File: config.mk
export PLATFORM = sky130hd
export DESIGN_NAME = tlb_fill_ctrl_flat
export DESIGN_NICKNAME = d
export VERILOG_FILES = /design/src/rtl/tlb_fill_ctrl_pkg.sv /design/src/rtl/tlb_fill_ctrl_if.sv /design/src/rtl/tlb_plru.sv /design/src/rtl/tlb_fill_ctrl.sv /design/src/flat_wrapper.sv
export SDC_FILE = /design/constraint.sdc
export NUM_CORES = 1
export LEC_CHECK = 0
export BUFFER_PORTS_ARGS = -buffer_cell sky130_fd_sc_hd__buf_4
export CAP_MARGIN = 20
export CORE_AREA = 5 5 63 65
export DETAILED_ROUTE_END_ITERATION = 10
export DIE_AREA = 0 0 68 70
export GPL_TIMING_DRIVEN = 0
export HOLD_SLACK_MARGIN = 0.06
export PLACE_DENSITY = 0.81
export SYNTH_ARGS = -nofsm -noshare
export SYNTH_HDL_FRONTEND = slang
export SYNTH_SLANG_ARGS = --single-unit
File: constraint.sdc
create_clock -name clk -period 2.9 [get_ports clk]
set_clock_uncertainty 0.15 [all_clocks]
set_input_delay 0.58 -clock clk [delete_from_list [all_inputs] [get_ports clk]]
set_output_delay 0.58 -clock clk [all_outputs]
set_load 0.005 [all_outputs]
File: src/rtl/tlb_fill_ctrl_pkg.sv
// Shared types and helpers for the TLB fill controller.
//   statetype    : fill FSM states
//   ent_vec_t    : entry vector wide enough for any supported TLB size
//   lowest_set   : index of the least-significant set bit (0 when none)
//   is_onehot    : exactly one bit set
package tlb_fill_ctrl_pkg;

  typedef enum logic [1:0] {
    IDLE,
    WRITE,
    ACK,
    DRAIN
  } statetype;

  // Upper bound on TLB_ENTRIES accepted by the helpers below.
  localparam int unsigned MaxEntries = 64;

  typedef logic [MaxEntries-1:0] ent_vec_t;

  function automatic int unsigned lowest_set(ent_vec_t v);
    int unsigned idx;
    idx = 0;
    // Scan from the top so the lowest set bit is the one that sticks.
    for (int i = MaxEntries - 1; i >= 0; i--) begin
      if (v[i]) idx = i;
    end
    return idx;
  endfunction

  function automatic logic is_onehot(ent_vec_t v);
    return (v != '0) && ((v & (v - MaxEntries'(1))) == '0);
  endfunction

endpackage

File: src/rtl/tlb_fill_ctrl_if.sv
// Bundle between a TLB (CAM/RAM + page-table walker) and its fill controller.
//   master : TLB side, drives lookup, fill and flush requests
//   slave  : fill controller, drives write strobes, valid bits, ack, hit and busy
interface tlb_fill_ctrl_if #(
  parameter int TLB_ENTRIES = 8
);
  logic                   TLBAccess;
  logic [TLB_ENTRIES-1:0] Matches;
  logic [TLB_ENTRIES-1:0] PTE_Gs;
  logic                   FillReq;
  logic                   FillAck;
  logic                   FlushReq;
  logic                   FlushAll;
  logic [TLB_ENTRIES-1:0] WriteEnables;
  logic [TLB_ENTRIES-1:0] Valid;
  logic                   TLBHit;
  logic                   Busy;

  modport master (
    output TLBAccess, Matches, PTE_Gs, FillReq, FlushReq, FlushAll,
    input  FillAck, WriteEnables, Valid, TLBHit, Busy
  );

  modport slave (
    input  TLBAccess, Matches, PTE_Gs, FillReq, FlushReq, FlushAll,
    output FillAck, WriteEnables, Valid, TLBHit, Busy
  );
endinterface

File: src/rtl/tlb_plru.sv
// Tree pseudo-LRU replacement state for one TLB.
//   clk, reset   : clock, async active-high reset (all tree bits cleared)
//   touch_en_i   : mark touch_idx_i as most recently used this cycle
//   touch_idx_i  : entry being touched
//   victim_idx_o : entry the tree currently points at
//   victim_oh_o  : same, one-hot
// Node k (1-based heap order) is stored in bits_q[k-1]; a 0 bit points to the
// lower-index half, a 1 bit to the upper half.
module tlb_plru #(
  parameter int TLB_ENTRIES = 8
) (
  input  logic                           clk,
  input  logic                           reset,
  input  logic                           touch_en_i,
  input  logic [$clog2(TLB_ENTRIES)-1:0] touch_idx_i,
  output logic [$clog2(TLB_ENTRIES)-1:0] victim_idx_o,
  output logic [TLB_ENTRIES-1:0]         victim_oh_o
);

  localparam int IdxW = $clog2(TLB_ENTRIES);

  logic [TLB_ENTRIES-2:0] bits_q, bits_d;
  int unsigned            tnode;
  logic                   tdir;
  int unsigned            vnode;
  logic                   vdir;

  // Every node on the touched entry's path is pointed at the other branch.
  always_comb begin
    bits_d = bits_q;
    tnode  = 1;
    tdir   = 1'b0;
    if (touch_en_i) begin
      for (int l = IdxW - 1; l >= 0; l--) begin
        tdir                          = touch_idx_i[l];
        bits_d[IdxW'(tnode - 1)]      = ~tdir;
        tnode                         = 2 * tnode + {31'b0, tdir};
      end
    end
  end

  always_comb begin
    victim_idx_o = '0;
    vnode        = 1;
    vdir         = 1'b0;
    for (int l = IdxW - 1; l >= 0; l--) begin
      vdir            = bits_q[IdxW'(vnode - 1)];
      victim_idx_o[l] = vdir;
      vnode           = 2 * vnode + {31'b0, vdir};
    end
  end

  assign victim_oh_o = TLB_ENTRIES'(1) << victim_idx_o;

  always_ff @(posedge clk or posedge reset) begin
    if (reset) begin
      bits_q <= '0;
    end else begin
      bits_q <= bits_d;
    end
  end

endmodule

File: src/rtl/tlb_fill_ctrl.sv
// TLB fill controller: sequences PTE writes into the TLB entry RAM.
//   clk, reset : clock, async active-high reset
//   bus        : slave side of tlb_fill_ctrl_if
//                (lookup/fill/flush requests in; WriteEnables, Valid, FillAck,
//                 TLBHit, Busy out)
// Owns the per-entry valid bits and the PLRU tree. A fill request accepted in
// IDLE latches a victim (first invalid entry, else PLRU), strobes it for one
// cycle in WRITE, pulses FillAck in ACK, then waits in DRAIN for the request
// to drop so one request can never produce a second write.
module tlb_fill_ctrl
  import tlb_fill_ctrl_pkg::*;
#(
  parameter int TLB_ENTRIES = 8
) (
  input logic             clk,
  input logic             reset,
  tlb_fill_ctrl_if.slave  bus
);

  localparam int IdxW = $clog2(TLB_ENTRIES);

  statetype               state_q, state_d;
  logic [IdxW-1:0]        victim_q, victim_d;
  logic [TLB_ENTRIES-1:0] we_q, we_d;
  logic                   ack_q, ack_d;
  logic                   busy_q, busy_d;
  logic [TLB_ENTRIES-1:0] valid_q, valid_d;

  logic                   hit;
  logic [IdxW-1:0]        hit_idx;
  logic                   hit_onehot;
  logic                   any_inv;
  logic [TLB_ENTRIES-1:0] first_inv_oh;
  logic [IdxW-1:0]        first_inv_idx;
  logic [IdxW-1:0]        plru_idx;
  logic [TLB_ENTRIES-1:0] plru_oh;
  logic [IdxW-1:0]        sel_idx;
  logic [TLB_ENTRIES-1:0] sel_oh;
  logic                   write_touch;
  logic                   touch_en;
  logic [IdxW-1:0]        touch_idx;

  assign hit        = bus.TLBAccess & (|bus.Matches);
  assign hit_idx    = IdxW'(lowest_set(MaxEntries'(bus.Matches)));
  assign hit_onehot = is_onehot(MaxEntries'(bus.Matches));

  // Isolate the lowest clear bit of valid_q.
  assign any_inv       = ~(&valid_q);
  assign first_inv_oh  = ~valid_q & (valid_q + TLB_ENTRIES'(1));
  assign first_inv_idx = IdxW'(lowest_set(MaxEntries'(first_inv_oh)));

  assign sel_idx = any_inv ? first_inv_idx : plru_idx;
  assign sel_oh  = any_inv ? first_inv_oh  : plru_oh;

  // A write touch overrides a same-cycle hit; multi-hit never touches.
  assign write_touch = (state_q == WRITE);
  assign touch_en    = write_touch | (hit & hit_onehot);
  assign touch_idx   = write_touch ? victim_q : hit_idx;

  tlb_plru #(
    .TLB_ENTRIES (TLB_ENTRIES)
  ) u_plru (
    .clk          (clk),
    .reset        (reset),
    .touch_en_i   (touch_en),
    .touch_idx_i  (touch_idx),
    .victim_idx_o (plru_idx),
    .victim_oh_o  (plru_oh)
  );

  always_comb begin
    state_d  = state_q;
    victim_d = victim_q;
    we_d     = '0;
    ack_d    = 1'b0;
    unique case (state_q)
      IDLE: begin
        // A same-cycle flush wins; the held request is taken next cycle.
        if (bus.FillReq && !bus.FlushReq) begin
          state_d  = WRITE;
          victim_d = sel_idx;
          we_d     = sel_oh;
        end
      end
      WRITE: begin
        state_d = ACK;
        ack_d   = 1'b1;
      end
      ACK: begin
        state_d = DRAIN;
      end
      DRAIN: begin
        if (!bus.FillReq) state_d = IDLE;
      end
      default: begin
        state_d = IDLE;
      end
    endcase
    busy_d = (state_d != IDLE);
  end

  // The write sets its entry first so a coincident flush is applied on top.
  always_comb begin
    valid_d = valid_q;
    if (state_q == WRITE) valid_d[victim_q] = 1'b1;
    if (bus.FlushReq) begin
      valid_d = bus.FlushAll ? '0 : (valid_d & bus.PTE_Gs);
    end
  end

  always_ff @(posedge clk or posedge reset) begin
    if (reset) begin
      state_q  <= IDLE;
      victim_q <= '0;
      we_q     <= '0;
      ack_q    <= 1'b0;
      busy_q   <= 1'b0;
      valid_q  <= '0;
    end else begin
      state_q  <= state_d;
      victim_q <= victim_d;
      we_q     <= we_d;
      ack_q    <= ack_d;
      busy_q   <= busy_d;
      valid_q  <= valid_d;
    end
  end

  assign bus.WriteEnables = we_q;
  assign bus.FillAck      = ack_q;
  assign bus.Valid        = valid_q;
  assign bus.Busy         = busy_q;
  assign bus.TLBHit       = hit;

endmodule

File: src/flat_wrapper.sv
// flat-port wrapper written by rule: the top's interface ports become plain ports
module tlb_fill_ctrl_flat import tlb_fill_ctrl_pkg::*;
#(
  parameter int TLB_ENTRIES = 8
)
  (clk, reset, bus_TLBAccess, bus_Matches, bus_PTE_Gs, bus_FillReq, bus_FlushReq, bus_FlushAll, bus_FillAck, bus_WriteEnables, bus_Valid, bus_TLBHit, bus_Busy);
  tlb_fill_ctrl_if #(.TLB_ENTRIES(TLB_ENTRIES)) bus_i ();
  input logic clk;
  input logic reset;
  input wire logic [$bits(bus_i.TLBAccess)-1:0] bus_TLBAccess;
  input wire logic [$bits(bus_i.Matches)-1:0] bus_Matches;
  input wire logic [$bits(bus_i.PTE_Gs)-1:0] bus_PTE_Gs;
  input wire logic [$bits(bus_i.FillReq)-1:0] bus_FillReq;
  input wire logic [$bits(bus_i.FlushReq)-1:0] bus_FlushReq;
  input wire logic [$bits(bus_i.FlushAll)-1:0] bus_FlushAll;
  output wire logic [$bits(bus_i.FillAck)-1:0] bus_FillAck;
  output wire logic [$bits(bus_i.WriteEnables)-1:0] bus_WriteEnables;
  output wire logic [$bits(bus_i.Valid)-1:0] bus_Valid;
  output wire logic [$bits(bus_i.TLBHit)-1:0] bus_TLBHit;
  output wire logic [$bits(bus_i.Busy)-1:0] bus_Busy;
  assign bus_i.TLBAccess = bus_TLBAccess;
  assign bus_i.Matches = bus_Matches;
  assign bus_i.PTE_Gs = bus_PTE_Gs;
  assign bus_i.FillReq = bus_FillReq;
  assign bus_i.FlushReq = bus_FlushReq;
  assign bus_i.FlushAll = bus_FlushAll;
  assign bus_FillAck = bus_i.FillAck;
  assign bus_WriteEnables = bus_i.WriteEnables;
  assign bus_Valid = bus_i.Valid;
  assign bus_TLBHit = bus_i.TLBHit;
  assign bus_Busy = bus_i.Busy;
  tlb_fill_ctrl #(.TLB_ENTRIES(TLB_ENTRIES)) u_core (.clk(clk), .reset(reset), .bus(bus_i));
endmodule
==> summary.txt <==
Timing
  • Worst slew pin tran: 0.924 ns
  • Final setup margin: 0.185 ns
  • Period minus WS final: 2.71 ns
  • Max-slew headroom: 37.6%
  • Max-slew violations: 0
  • Fmax: 368 MHz
  • Post-Route Setup TNS: 0 ns
  • Hold Vio Cnt, Final: 0
  • Period utilisation layout: 93.6%
  • RSZ-0062 raised after global routing: no
  • Count of final setup violators: 0

Power and ir drop
  • Psw: 0.583 mW
  • Pint: 0.880 mW
  • Combinational fraction of design power: 40.6%
  • Maximum VDD drop: 0.000406 V
  • Sw Ratio: 39.8%
  • Leakage Power: 0.964 nW
  • Cell area power density: 677 mW/mm^2
  • Clock share of power: 18.9%
  • Flop pwr share: 40.5%

Clock network
  • Clock latency on the worst-skew pair: 0.35 ns
  • Post-CTS Setup Inserts: 0
  • Clock tree root buffer cell: clkbuf_4
  • Cts hold-fix bufs: 0
  • Clock sinks: 30
  • # resized after CTS: 0
  • CTS max path bufs: 2
  • Htree depth: 2
  • CTS tree: built
  • Clock slew at reported path FFs: 0.12 ns
  • CTS Buf Count: 5

Critical path
  • Cell Chain, Critical Path: clkbuf_1 -> mux2i_1 -> ha_1 -> nand3_1 -> nand2_1 -> a221o_1 -> a211oi_1 -> a31o_2
  • Setup CP Type: reg -> reg
  • Worst path arrival time: 2.87 ns
  • Slowest cell delay on critical path: 0.46 ns
  • Critical path's top delay family: compound AO/OA/AOI/OAI gates
  • Kind of end point of the critical path: flip-flop
  • Critical-path top delay cell: mux2i_1
  • Critical path fanouts, max: 7
  • Reg2reg end: u_core.bus.WriteEnables[2]
  • Crit path launch: u_core.u_plru.bits_q[0]
  • Reg2reg start: u_core.u_plru.bits_q[0]
  • Req. time, crit path: 3.05 ns
  • Worst R2R Setup Slack: 0.19 ns
  • Critical Path Stages: 8
  • WP buf/inv: 1
  • Critical path launch point type: flip-flop
  • R2R depth: 8

Floorplanning
  • Die area: 0.00476 sq mm
  • Die Ht: 70 um
  • Initial Util: 52.2%
  • Core area: 0.00328 sq mm
  • Core Rows: 21
  • IO Pins: 41
  • Die width: 68 um

Placement
  • GPL Wtd Cong: 0.870
  • Hpwl dp: 3130 um
  • DP Area: 0.00207 sq mm
  • Dpl cells: 267
  • Port bufs: 38
  • Place WS: -0.0827 ns

Yosys
  • Compound-cell area share of the yosys netlist: 27.6%
  • Largest family of logic cells by synthesized area: compound AO/OA/AOI/OAI gates
  • Synth Area in Adders: 0.730%
  • Simple-gate share of the synthesized area: 20.8%
  • Synth Flop Type: dfrtp_1
  • Netlist cell types: 43
  • Post-Synthesis Cell Area: 0.00171 sq mm
  • Syn Area/Cell: 9.36 sq um
  • XOR/XNOR Fraction of Synth Area: 0%
  • Synth Register Bits: 30
  • Mux share of post-synthesis cell area: 3.07%
  • Syn Nets: 206
  • Register area share after synthesis: 43.8%
  • Synth warnings: 0
  • Number of synthesized flops with an enable pin: 0
  • Post-Synthesis Cells: 183
  • Synth async-reset ratio: 100%

Routing
  • DRT Wirelength: 4160 um
  • Drt first-iter violations: 167
  • ANT nets after route: 0
  • DR WL/cell: 15.1 um
  • Via count: 1638
  • 1st-pass router iterations: 4
  • Post-route DRC: 0
  • Via density: 5.93

Layout
  • Final Instance Area: 0.00216 sq mm
  • Share of cells above drive strength 1: 24.8%
  • Nets: 252
  • Diode count: 0
  • Layout Area Growth over Synthesis: 26.2%
  • Finished Layout Cells: 276

Global routing
  • Largest net degree at the start of global routing: 31
  • Initial antenna violation count: 0
  • Number of global-route vias before repair: 1511
  • GR Overflow Total: 0
  • GRT Total Usage: 18.6%
  • First-pass GRT wire length: 6850 um

Worst hold path
  • Hold crit path type: in -> async

Run status
  • Status: complete, no violations

Flow run
  • Max-Cap Viols: 0
==> cell usage in the layout, fill, tap and decap left out, types with 2 or more instances in the layout <==
| cell type | netlist | final |
|---|---|---|
| inv_1 | 8 | 8 |
| a21boi_0 | 2 | 2 |
| a31oi_1 | 5 | 5 |
| and3_1 | 2 | 2 |
| a211oi_1 | 4 | 4 |
| a21oi_1 | 17 | 17 |
| buf_4 | 0 | 38 |
| nand2_1 | 14 | 14 |
| o21a_1 | 3 | 3 |
| o41ai_1 | 6 | 4 |
| buf_6 | 2 | 2 |
| clkbuf_4 | 0 | 5 |
| nand3_1 | 6 | 6 |
| o41a_1 | 2 | 2 |
| nor3_1 | 5 | 5 |
| a41o_1 | 2 | 2 |
| o21ai_0 | 8 | 8 |
| clkbuf_1 | 4 | 4 |
| o31ai_1 | 4 | 4 |
| mux2_2 | 2 | 2 |
| nand2b_1 | 9 | 9 |
| o31a_1 | 2 | 2 |
| o41ai_2 | 0 | 2 |
| dfrtp_1 | 30 | 30 |
| nand4_1 | 3 | 3 |
| a211o_1 | 4 | 4 |
| mux2i_1 | 3 | 3 |
| nor2b_1 | 8 | 8 |
| nor2_1 | 10 | 10 |
| nor4_1 | 2 | 2 |
==> flip-flops by register name (all words and copies together) (netlist names) <==
signal / cells
u_core.bus.Valid: 8
u_core.bus.WriteEnables: 8
u_core.u_plru.bits_q: 7
u_core.victim_q: 3
u_core.state_q: 2
u_core.bus.Busy: 1
u_core.bus.FillAck: 1
==> cell usage after synthesis (all sizes together), types with 2 or more instances <==
| master | count | area share [%] |
|---|---|---|
| a211o | 4 | 2.0 |
| a211oi | 4 | 1.8 |
| a21boi | 2 | 0.88 |
| a21oi | 17 | 5.0 |
| a31oi | 5 | 1.8 |
| a41o | 2 | 1.2 |
| and3 | 2 | 0.73 |
| buf | 2 | 1.3 |
| clkbuf | 4 | 0.88 |
| dfrtp | 30 | 44 |
| inv | 8 | 1.8 |
| mux2 | 2 | 1.3 |
| mux2i | 3 | 1.8 |
| nand2 | 14 | 3.1 |
| nand2b | 9 | 3.3 |
| nand3 | 6 | 1.8 |
| nand4 | 3 | 1.1 |
| nor2 | 10 | 2.2 |
| nor2b | 8 | 2.9 |
| nor3 | 5 | 1.5 |
| nor4 | 2 | 0.73 |
| o21a | 3 | 1.3 |
| o21ai | 8 | 2.3 |
| o31a | 2 | 1.0 |
| o31ai | 4 | 1.8 |
| o41a | 2 | 1.3 |
| o41ai | 6 | 3.1 |
==> worst max-delay path by stage <==
stage                                 endpoint
detailed placement     u_core.u_plru.bits_q[3]
global route        u_core.bus.WriteEnables[2]
finish              u_core.bus.WriteEnables[2]
floorplan              u_core.u_plru.bits_q[3]
CTS                 u_core.bus.WriteEnables[2]
global placement       u_core.u_plru.bits_q[2]
==> cells by family (layout without fill, tap and decap cells) <==
logic type	count (synthesis)	in the layout
AOI/OAI and AO/OA	67	67
adders and majority gates	1	1
buffers and inverters	14	61
DFF	30	30
muxes	5	5
and+or+nand+nor	66	66
==> per-stage QoR <==
stage	power [mW]	hold WS, ns	utilization, %
floorplan	0.997	0.313	-
detailed placement	1.18	0.350	63.0
finish	1.46	0.0672	65.8
global placement	1.16	0.340	63.0
global route	1.56	0.101	65.8
CTS	1.45	0.322	65.0
==> per-layer routing <==
metal	up-vias	part of all wire [%]	wire length (um)	global-route usage (%)
li1	797	-	-	-
met1	768	44	1830	24.2
met2	59	46	1930	28.1
met3	14	7.1	295	5.29
met4	0	2.5	102	8.61
met5	-	0	0	0
==> layout make-up <==
type                    count  area (sq um)
repair buffers             39           313
clock buffers               6          51.3
fillers                   276          1120
inverters                   8          30.0
clock inverters             2          12.5
well taps                  46          57.6
plain buffers               6          37.5
flip-flops and latches     30           751
multi-input cells         139           910
==> power groups by stage <==
stage          Sequential, mW  Combinational [mW]  Clock (mW)
2_1_floorplan           0.574               0.423           0
3_3_place_gp            0.596               0.565           0
3_5_place_dp            0.596               0.587           0
4_1_cts                 0.589               0.588       0.277
5_1_grt                 0.601               0.660       0.301
6_report                0.593               0.593       0.276
No activity file was read; power rests on OpenSTA's default activity.
